$ cat config.mk
export PLATFORM = sky130hd
export DESIGN_NAME = wb_arch_state_flat
export DESIGN_NICKNAME = d
export VERILOG_FILES = /design/src/rtl/wb_arch_state_pkg.sv /design/src/rtl/wb_arch_state_if.sv /design/src/rtl/wb_arch_state_gpr_file.sv /design/src/rtl/wb_arch_state.sv /design/src/flat_wrapper.sv
export SDC_FILE = /design/constraint.sdc
export NUM_CORES = 2
export LEC_CHECK = 0
export BUFFER_PORTS_ARGS = -buffer_cell sky130_fd_sc_hd__buf_4
export CAP_MARGIN = 20
export CORE_MARGIN = 2
export CORE_UTILIZATION = 37
export DETAILED_ROUTE_END_ITERATION = 10
export MAX_ROUTING_LAYER = met4
export PLACE_DENSITY = 0.49
export SYNTH_ARGS = -nofsm -noshare
export SYNTH_HDL_FRONTEND = slang
export SYNTH_SLANG_ARGS = --single-unit
$ cat constraint.sdc
create_clock -name clk -period 7.4 [get_ports clk]
set_clock_uncertainty 0.2 [all_clocks]
set_input_delay 0.37 -clock clk [delete_from_list [all_inputs] [get_ports clk]]
set_output_delay 0.37 -clock clk [all_outputs]
set_load 0.01 [all_outputs]
$ cat src/rtl/wb_arch_state_pkg.sv
// Shared pipeline defines (word/address widths, enable encodings) used by MEM/WB, ID and write-back.
// Also holds the LLbit next-state rule so every stage agrees on flush priority.
package wb_arch_state_pkg;

    localparam int WORD_W     = 32;
    localparam int REG_ADDR_W = 5;

    localparam logic [WORD_W-1:0]     ZERO_WORD    = '0;
    localparam logic [REG_ADDR_W-1:0] NOP_REG_ADDR = '0;

    localparam logic WRITE_ENABLE  = 1'b1;
    localparam logic WRITE_DISABLE = 1'b0;
    localparam logic READ_ENABLE   = 1'b1;
    localparam logic READ_DISABLE  = 1'b0;
    localparam logic RST_ENABLE    = 1'b1;

    // Flush outranks a same-cycle LL/SC update: the link must not survive an exception.
    function automatic logic llbit_next(input logic flush, input logic we,
                                        input logic value, input logic cur);
        if (flush) begin
            return 1'b0;
        end
        if (we == WRITE_DISABLE) begin
            return cur;
        end
        return value;
    endfunction

endpackage

$ cat src/rtl/wb_arch_state_if.sv
// Write-back bundle in, GPR read ports to ID, committed HI/LO/LLbit out to EX/MEM.
// master = pipeline side driving the bundle and read addresses; slave = wb_arch_state.
interface wb_arch_state_if #(
    parameter int DATA_W = wb_arch_state_pkg::WORD_W,
    parameter int ADDR_W = wb_arch_state_pkg::REG_ADDR_W
);
    logic              flush;
    logic [ADDR_W-1:0] wb_wd;
    logic              wb_wreg;
    logic [DATA_W-1:0] wb_wdata;
    logic [DATA_W-1:0] wb_hi;
    logic [DATA_W-1:0] wb_lo;
    logic              wb_whilo;
    logic              wb_LLbit_we;
    logic              wb_LLbit_value;
    logic              re1;
    logic [ADDR_W-1:0] raddr1;
    logic [DATA_W-1:0] rdata1;
    logic              re2;
    logic [ADDR_W-1:0] raddr2;
    logic [DATA_W-1:0] rdata2;
    logic [DATA_W-1:0] hi_o;
    logic [DATA_W-1:0] lo_o;
    logic              LLbit_o;

    modport master (
        output flush, wb_wd, wb_wreg, wb_wdata, wb_hi, wb_lo, wb_whilo,
               wb_LLbit_we, wb_LLbit_value, re1, raddr1, re2, raddr2,
        input  rdata1, rdata2, hi_o, lo_o, LLbit_o
    );

    modport slave (
        input  flush, wb_wd, wb_wreg, wb_wdata, wb_hi, wb_lo, wb_whilo,
               wb_LLbit_we, wb_LLbit_value, re1, raddr1, re2, raddr2,
        output rdata1, rdata2, hi_o, lo_o, LLbit_o
    );

endinterface

$ cat src/rtl/wb_arch_state_gpr_file.sv
// 32-entry GPR file: r0 hard-wired to zero, two combinational read ports with write-through bypass.
// Write commits on the clock edge; reads are 0-cycle, no backpressure.
module wb_arch_state_gpr_file
    import wb_arch_state_pkg::*;
#(
    parameter int DATA_W = WORD_W,
    parameter int ADDR_W = REG_ADDR_W
) (
    input  logic              clk,
    input  logic              rst,
    input  logic              we_i,
    input  logic [ADDR_W-1:0] waddr_i,
    input  logic [DATA_W-1:0] wdata_i,
    input  logic              re1_i,
    input  logic [ADDR_W-1:0] raddr1_i,
    output logic [DATA_W-1:0] rdata1_o,
    input  logic              re2_i,
    input  logic [ADDR_W-1:0] raddr2_i,
    output logic [DATA_W-1:0] rdata2_o
);

    localparam int NREGS = 1 << ADDR_W;

    logic [DATA_W-1:0] regs_q [NREGS];

    always_ff @(posedge clk) begin
        if (rst == RST_ENABLE) begin
            for (int i = 0; i < NREGS; i++) begin
                regs_q[i] <= DATA_W'(ZERO_WORD);
            end
        end else if (we_i == WRITE_ENABLE && waddr_i != ADDR_W'(NOP_REG_ADDR)) begin
            regs_q[waddr_i] <= wdata_i;
        end
    end

    // Bypass lets ID see a result retiring this very cycle without a stall.
    function automatic logic [DATA_W-1:0] read_port(
        input logic              r_rst,
        input logic              re,
        input logic [ADDR_W-1:0] raddr,
        input logic              we,
        input logic [ADDR_W-1:0] waddr,
        input logic [DATA_W-1:0] wdata,
        input logic [DATA_W-1:0] stored
    );
        if (r_rst == RST_ENABLE || raddr == ADDR_W'(NOP_REG_ADDR) || re == READ_DISABLE) begin
            return DATA_W'(ZERO_WORD);
        end
        if (re == READ_ENABLE && we == WRITE_ENABLE && waddr == raddr) begin
            return wdata;
        end
        return stored;
    endfunction

    always_comb begin
        rdata1_o = read_port(rst, re1_i, raddr1_i, we_i, waddr_i, wdata_i, regs_q[raddr1_i]);
        rdata2_o = read_port(rst, re2_i, raddr2_i, we_i, waddr_i, wdata_i, regs_q[raddr2_i]);
    end

endmodule

$ cat src/rtl/wb_arch_state.sv
// Write-back architectural state: GPR file, HI/LO pair and LLbit committed from the MEM/WB bundle.
// HI/LO/LLbit visible one edge after write, GPR reads bypassed; accepts a bundle every cycle, never stalls.
module wb_arch_state
    import wb_arch_state_pkg::*;
#(
    parameter int DATA_W = WORD_W,
    parameter int ADDR_W = REG_ADDR_W
) (
    input logic            clk,
    input logic            rst,
    wb_arch_state_if.slave wb
);

    logic [DATA_W-1:0] hi_q, hi_d;
    logic [DATA_W-1:0] lo_q, lo_d;
    logic              llbit_q, llbit_d;

    wb_arch_state_gpr_file #(
        .DATA_W (DATA_W),
        .ADDR_W (ADDR_W)
    ) u_gpr (
        .clk      (clk),
        .rst      (rst),
        .we_i     (wb.wb_wreg),
        .waddr_i  (wb.wb_wd),
        .wdata_i  (wb.wb_wdata),
        .re1_i    (wb.re1),
        .raddr1_i (wb.raddr1),
        .rdata1_o (wb.rdata1),
        .re2_i    (wb.re2),
        .raddr2_i (wb.raddr2),
        .rdata2_o (wb.rdata2)
    );

    // Flush leaves HI/LO alone: the bundle here belongs to an already-retired instruction.
    always_comb begin
        hi_d = hi_q;
        lo_d = lo_q;
        if (wb.wb_whilo == WRITE_ENABLE) begin
            hi_d = wb.wb_hi;
            lo_d = wb.wb_lo;
        end
        llbit_d = llbit_next(wb.flush, wb.wb_LLbit_we, wb.wb_LLbit_value, llbit_q);
    end

    always_ff @(posedge clk) begin
        if (rst == RST_ENABLE) begin
            hi_q    <= DATA_W'(ZERO_WORD);
            lo_q    <= DATA_W'(ZERO_WORD);
            llbit_q <= 1'b0;
        end else begin
            hi_q    <= hi_d;
            lo_q    <= lo_d;
            llbit_q <= llbit_d;
        end
    end

    assign wb.hi_o    = hi_q;
    assign wb.lo_o    = lo_q;
    assign wb.LLbit_o = llbit_q;

endmodule

$ cat src/flat_wrapper.sv
// flat-port wrapper written by rule: the top's interface ports become plain ports
module wb_arch_state_flat import wb_arch_state_pkg::*;
#(
    parameter int DATA_W = WORD_W,
    parameter int ADDR_W = REG_ADDR_W
)
  (clk, rst, wb_flush, wb_wb_wd, wb_wb_wreg, wb_wb_wdata, wb_wb_hi, wb_wb_lo, wb_wb_whilo, wb_wb_LLbit_we, wb_wb_LLbit_value, wb_re1, wb_raddr1, wb_re2, wb_raddr2, wb_rdata1, wb_rdata2, wb_hi_o, wb_lo_o, wb_LLbit_o);
  wb_arch_state_if #(.DATA_W(DATA_W), .ADDR_W(ADDR_W)) wb_i ();
  input logic clk;
  input logic rst;
  input wire logic [$bits(wb_i.flush)-1:0] wb_flush;
  input wire logic [$bits(wb_i.wb_wd)-1:0] wb_wb_wd;
  input wire logic [$bits(wb_i.wb_wreg)-1:0] wb_wb_wreg;
  input wire logic [$bits(wb_i.wb_wdata)-1:0] wb_wb_wdata;
  input wire logic [$bits(wb_i.wb_hi)-1:0] wb_wb_hi;
  input wire logic [$bits(wb_i.wb_lo)-1:0] wb_wb_lo;
  input wire logic [$bits(wb_i.wb_whilo)-1:0] wb_wb_whilo;
  input wire logic [$bits(wb_i.wb_LLbit_we)-1:0] wb_wb_LLbit_we;
  input wire logic [$bits(wb_i.wb_LLbit_value)-1:0] wb_wb_LLbit_value;
  input wire logic [$bits(wb_i.re1)-1:0] wb_re1;
  input wire logic [$bits(wb_i.raddr1)-1:0] wb_raddr1;
  input wire logic [$bits(wb_i.re2)-1:0] wb_re2;
  input wire logic [$bits(wb_i.raddr2)-1:0] wb_raddr2;
  output wire logic [$bits(wb_i.rdata1)-1:0] wb_rdata1;
  output wire logic [$bits(wb_i.rdata2)-1:0] wb_rdata2;
  output wire logic [$bits(wb_i.hi_o)-1:0] wb_hi_o;
  output wire logic [$bits(wb_i.lo_o)-1:0] wb_lo_o;
  output wire logic [$bits(wb_i.LLbit_o)-1:0] wb_LLbit_o;
  assign wb_i.flush = wb_flush;
  assign wb_i.wb_wd = wb_wb_wd;
  assign wb_i.wb_wreg = wb_wb_wreg;
  assign wb_i.wb_wdata = wb_wb_wdata;
  assign wb_i.wb_hi = wb_wb_hi;
  assign wb_i.wb_lo = wb_wb_lo;
  assign wb_i.wb_whilo = wb_wb_whilo;
  assign wb_i.wb_LLbit_we = wb_wb_LLbit_we;
  assign wb_i.wb_LLbit_value = wb_wb_LLbit_value;
  assign wb_i.re1 = wb_re1;
  assign wb_i.raddr1 = wb_raddr1;
  assign wb_i.re2 = wb_re2;
  assign wb_i.raddr2 = wb_raddr2;
  assign wb_rdata1 = wb_i.rdata1;
  assign wb_rdata2 = wb_i.rdata2;
  assign wb_hi_o = wb_i.hi_o;
  assign wb_lo_o = wb_i.lo_o;
  assign wb_LLbit_o = wb_i.LLbit_o;
  wb_arch_state #(.DATA_W(DATA_W), .ADDR_W(ADDR_W)) u_core (.clk(clk), .rst(rst), .wb(wb_i));
endmodule
==> impl_metrics.yaml <==
outcome:
  status: "finished clean"
placement:
  globalplace.congestion: 0.8307
  dp_hpwl_um: 123600
  placedCellCount: 6246
  post-place-ws_ps: 2769
  numPortBuffers: 248
critical_path:
  critPathMaxStageDelay_ps: 730
  crit_path_top_delay_cell: "nor2_4"
  cp_cell_sequence: "dlygate4sd3_1 > buf_4 > nor2b_1 > nand2_2 > nor2_4 > buf_4 > a211o_1 > buf_4"
  path_class: "input port to primary output"
  worstPathRequired_ps: 6830
  crit_arrival_ps: 4020
  start_kind: "input port"
  critPathCaptureType: "primary output"
  cp_common_cell: "buf_4"
  path_max_fanout: 39
grt:
  grt_pass1_vias: 38310
  grt_pass1_wl_um: 296900
  busiest_layer: "met2"
  grt_overflow: 0
  antenna_found_initial: 11
  met3_usage_pct: 4.384
  grt_use_met2_pct: 41.27
  grt_start_max_net_pins: 95
  grt.total_usage_pct: 27.03
  met1_usage_pct: 37.43
yosys:
  synth-async-reset-ratio_pct: 0
  synth_top_area_share_pct: 52.95
  synth_top_family_by_area: "multiplexers"
  yosysMostFrequentCell: "edfxtp_1"
  synthMuxAreaShare_pct: 20.11
  yosysWarnings: 0
  synth_cell_types: 46
  syn_area_mm2: 0.05808
  synth-edff-count: 1024
  ys_ff_latch: 1089
  postSynthCellCount: 4243
  synth_compound_gate_area_share_pct: 8.193
  synth.avg_cell_area_um2: 13.69
  synth_seq_area_share_pct: 55.19
  synthFlopType: "edfxtp_1"
  synthSimpleGateAreaFrac_pct: 12.70
  synth_xor_area_share_pct: 0.1508
  synthTopCellsByArea: "edfxtp_1 (53%), mux4_2 (11%), and2_1 (11%)"
  netlist_top_cells_count: "edfxtp_1 (1024), and2_1 (1023), mux2i_1 (504)"
  yosys.area_share.adder_pct: 0
  synth_top_area_cell: "edfxtp_1"
timing:
  relSlewSlack_pct: 27.41
  slew_violations: 0
  timing.fmax_mhz: 218.1
  rsz0062_at_grt: "no"
  worst_pin_slew_ps: 1089
  hold_viol: 0
  fin_tns_setup_ps: 0
  finalSetupViolations: 0
  setup_slack_ps: 2815
  period_needed_ps: 4585
  period_share_pct: 61.97
power_and_ir_drop:
  p_sw_share_pct: 25.56
  p_seq_share_pct: 46.3
  p_sw_mw: 3.996
  p_clk_share_pct: 41.7
  irDropWorstVdd_v: 0.0001668
  p_per_area_mw_per_mm2: 231.9
  combPwrFrac_pct: 12.0
  internal_power_mw: 11.64
  p_leak_nw: 24.90
floorplan:
  die_area_mm2: 0.1601
  initial_core_util_pct: 37.22
  die_x_um: 400.2
  rows: 145
  die-height_um: 400.2
  io_pins: 249
  core_mm2: 0.1560
worst_hold_path:
  hold_class: "input port to register"
clocking:
  cts_tree: "yes"
  htreeDepth: 4
  clock-root-buffer: "clkbuf_16"
  cts.clk_slew.worst_paths_ps: 60
  cts_buffers: 132
  clk_latency_ps: 780
  post_cts_buffers: 0
  cts_sinks: 1089
  clockBufferDepth: 3
detailed_routing:
  ant_nets: 0
  wl_per_cell_um: 32.09
  totalWireLength_um: 211400
  drtIter0Drc: 4107
  drt_pre_antenna_iters: 5
  drc: 0
  vias_per_cell: 5.822
  vias: 38350
layout:
  final_layout_size_suffix_gt1_share_pct: 20.38
  final_cells: 6587
  fin_nets: 4541
  syn2layout_area_growth_pct: 16.09
  ff_latch_area_mm2: 0.03205
  multi_input_area_mm2: 0.02463
  fill_cells: 14060
job:
  cap_violations: 0
[critical path: cells and delay by family]
| kind | cells | cell delay [ps] |
|---|---|---|
| simple gates | 3 | 1770 |
| buf+inv | 4 | 1490 |
| compound gates | 1 | 340 |
[path summary, 6_finish.rpt]
| kind | startpoint | endpoint | slack (ps) | depth (start not counted) |
|---|---|---|---|---|
| min | wb_wb_wd[1] | u_core.u_gpr.regs_q[1][15]$_SDFFCE_PN0P_ | 110 | 3 |
| max | rst | wb_rdata2[19] | 2810 | 8 |
| min reg2reg | u_core.wb.lo_o[29]$_SDFFE_PP0P_ | u_core.wb.lo_o[29]$_SDFFE_PP0P_ | 300 | 2 |
| max reg2reg | u_core.wb.LLbit_o$_SDFFE_PP0P_ | u_core.wb.LLbit_o$_SDFFE_PP0P_ | 5980 | 3 |
[metal layers]
metal  routed length [µm]  vias up
met5                    0        -
met4                 5382        0
met3                15180      306
met2                97660     1591
met1                93160    19910
li1                     -    16540
[final cells by class]
class                           instances  area share [%]
Inverter                                5         0.03341
Clock inverter                         69          0.9780
Antenna cell                            5         0.01856
Clock buffer                          168           5.336
Timing Repair Buffer                  460           5.748
Multi-Input combinational cell       2733           36.53
Tap cell                             2058           3.819
Sequential cell                      1089           47.54
[flip-flops by register name, indices dropped and copies added, names as in the netlist]
name / flops
u_core.u_gpr.regs_q: 1024
u_core.wb.LLbit_o: 1
u_core.wb.hi_o: 32
u_core.wb.lo_o: 32
[power groups by stage]
stage          Combinational, mW  Sequential, mW  Clock (mW)
5_1_grt                     1.97            7.28        6.85
4_1_cts                     1.87            7.24        6.62
3_3_place_gp                1.83            7.35           0
3_5_place_dp                1.83            7.37           0
6_report                    1.87            7.25        6.52
2_1_floorplan               1.10            7.33           0
[logic make-up (layout without fill, tap and decap cells)]
| logic type | count (synthesis) | in the layout |
|---|---|---|
| compound gates | 664 | 664 |
| xor+xnor | 10 | 10 |
| buf+inv | 452 | 702 |
| flops | 1089 | 1089 |
| mux | 799 | 799 |
| other cells | 1 | 37 |
| simple gates | 1228 | 1228 |
[stage by stage]
step	power [mW]	hold WS, ps	utilization, %	cell area (µm²)
floorplan	8.435	246.8	-	58190
global placement	9.180	274.6	39.78	62070
detailed placement	9.193	284.1	39.84	62160
CTS	15.73	58.08	43.20	67410
global route	16.09	98.43	43.21	67410
finish	15.63	105.6	43.21	67420
[placed cells by master (no fill, tap or decap), types with 4 or more instances in the layout]
master / count
edfxtp_1: 1024
nor3_1: 36
o22ai_1: 32
mux4_2: 294
nand2b_1: 31
clkbuf_1: 25
a22o_1: 31
o21bai_1: 62
clkinv_1: 27
a21oi_1: 156
clkinv_2: 22
a221oi_1: 187
diode_2: 5
xnor2_1: 10
dfxtp_1: 65
nand2_1: 7
conb_1: 32
bufinv_16: 11
nand3_1: 7
nor2_2: 8
dlygate4sd3_1: 99
nor2_4: 25
a22oi_1: 63
o21ai_4: 30
buf_12: 10
nand3b_1: 4
nor2_1: 68
and2_1: 1023
inv_6: 4
mux2i_1: 504
clkinv_8: 5
a211o_1: 64
buf_4: 346
clkbuf_16: 138
o21ai_0: 31
[timing repair]
action / 4_1_cts / 5_1_grt
hold endpoints to repair: 1086 / 0
setup endpoints to repair: 0 / 0
hold buffers: 99 / 0
resized for setup: 0 / 0
No activity file was read; power rests on OpenSTA's default activity.
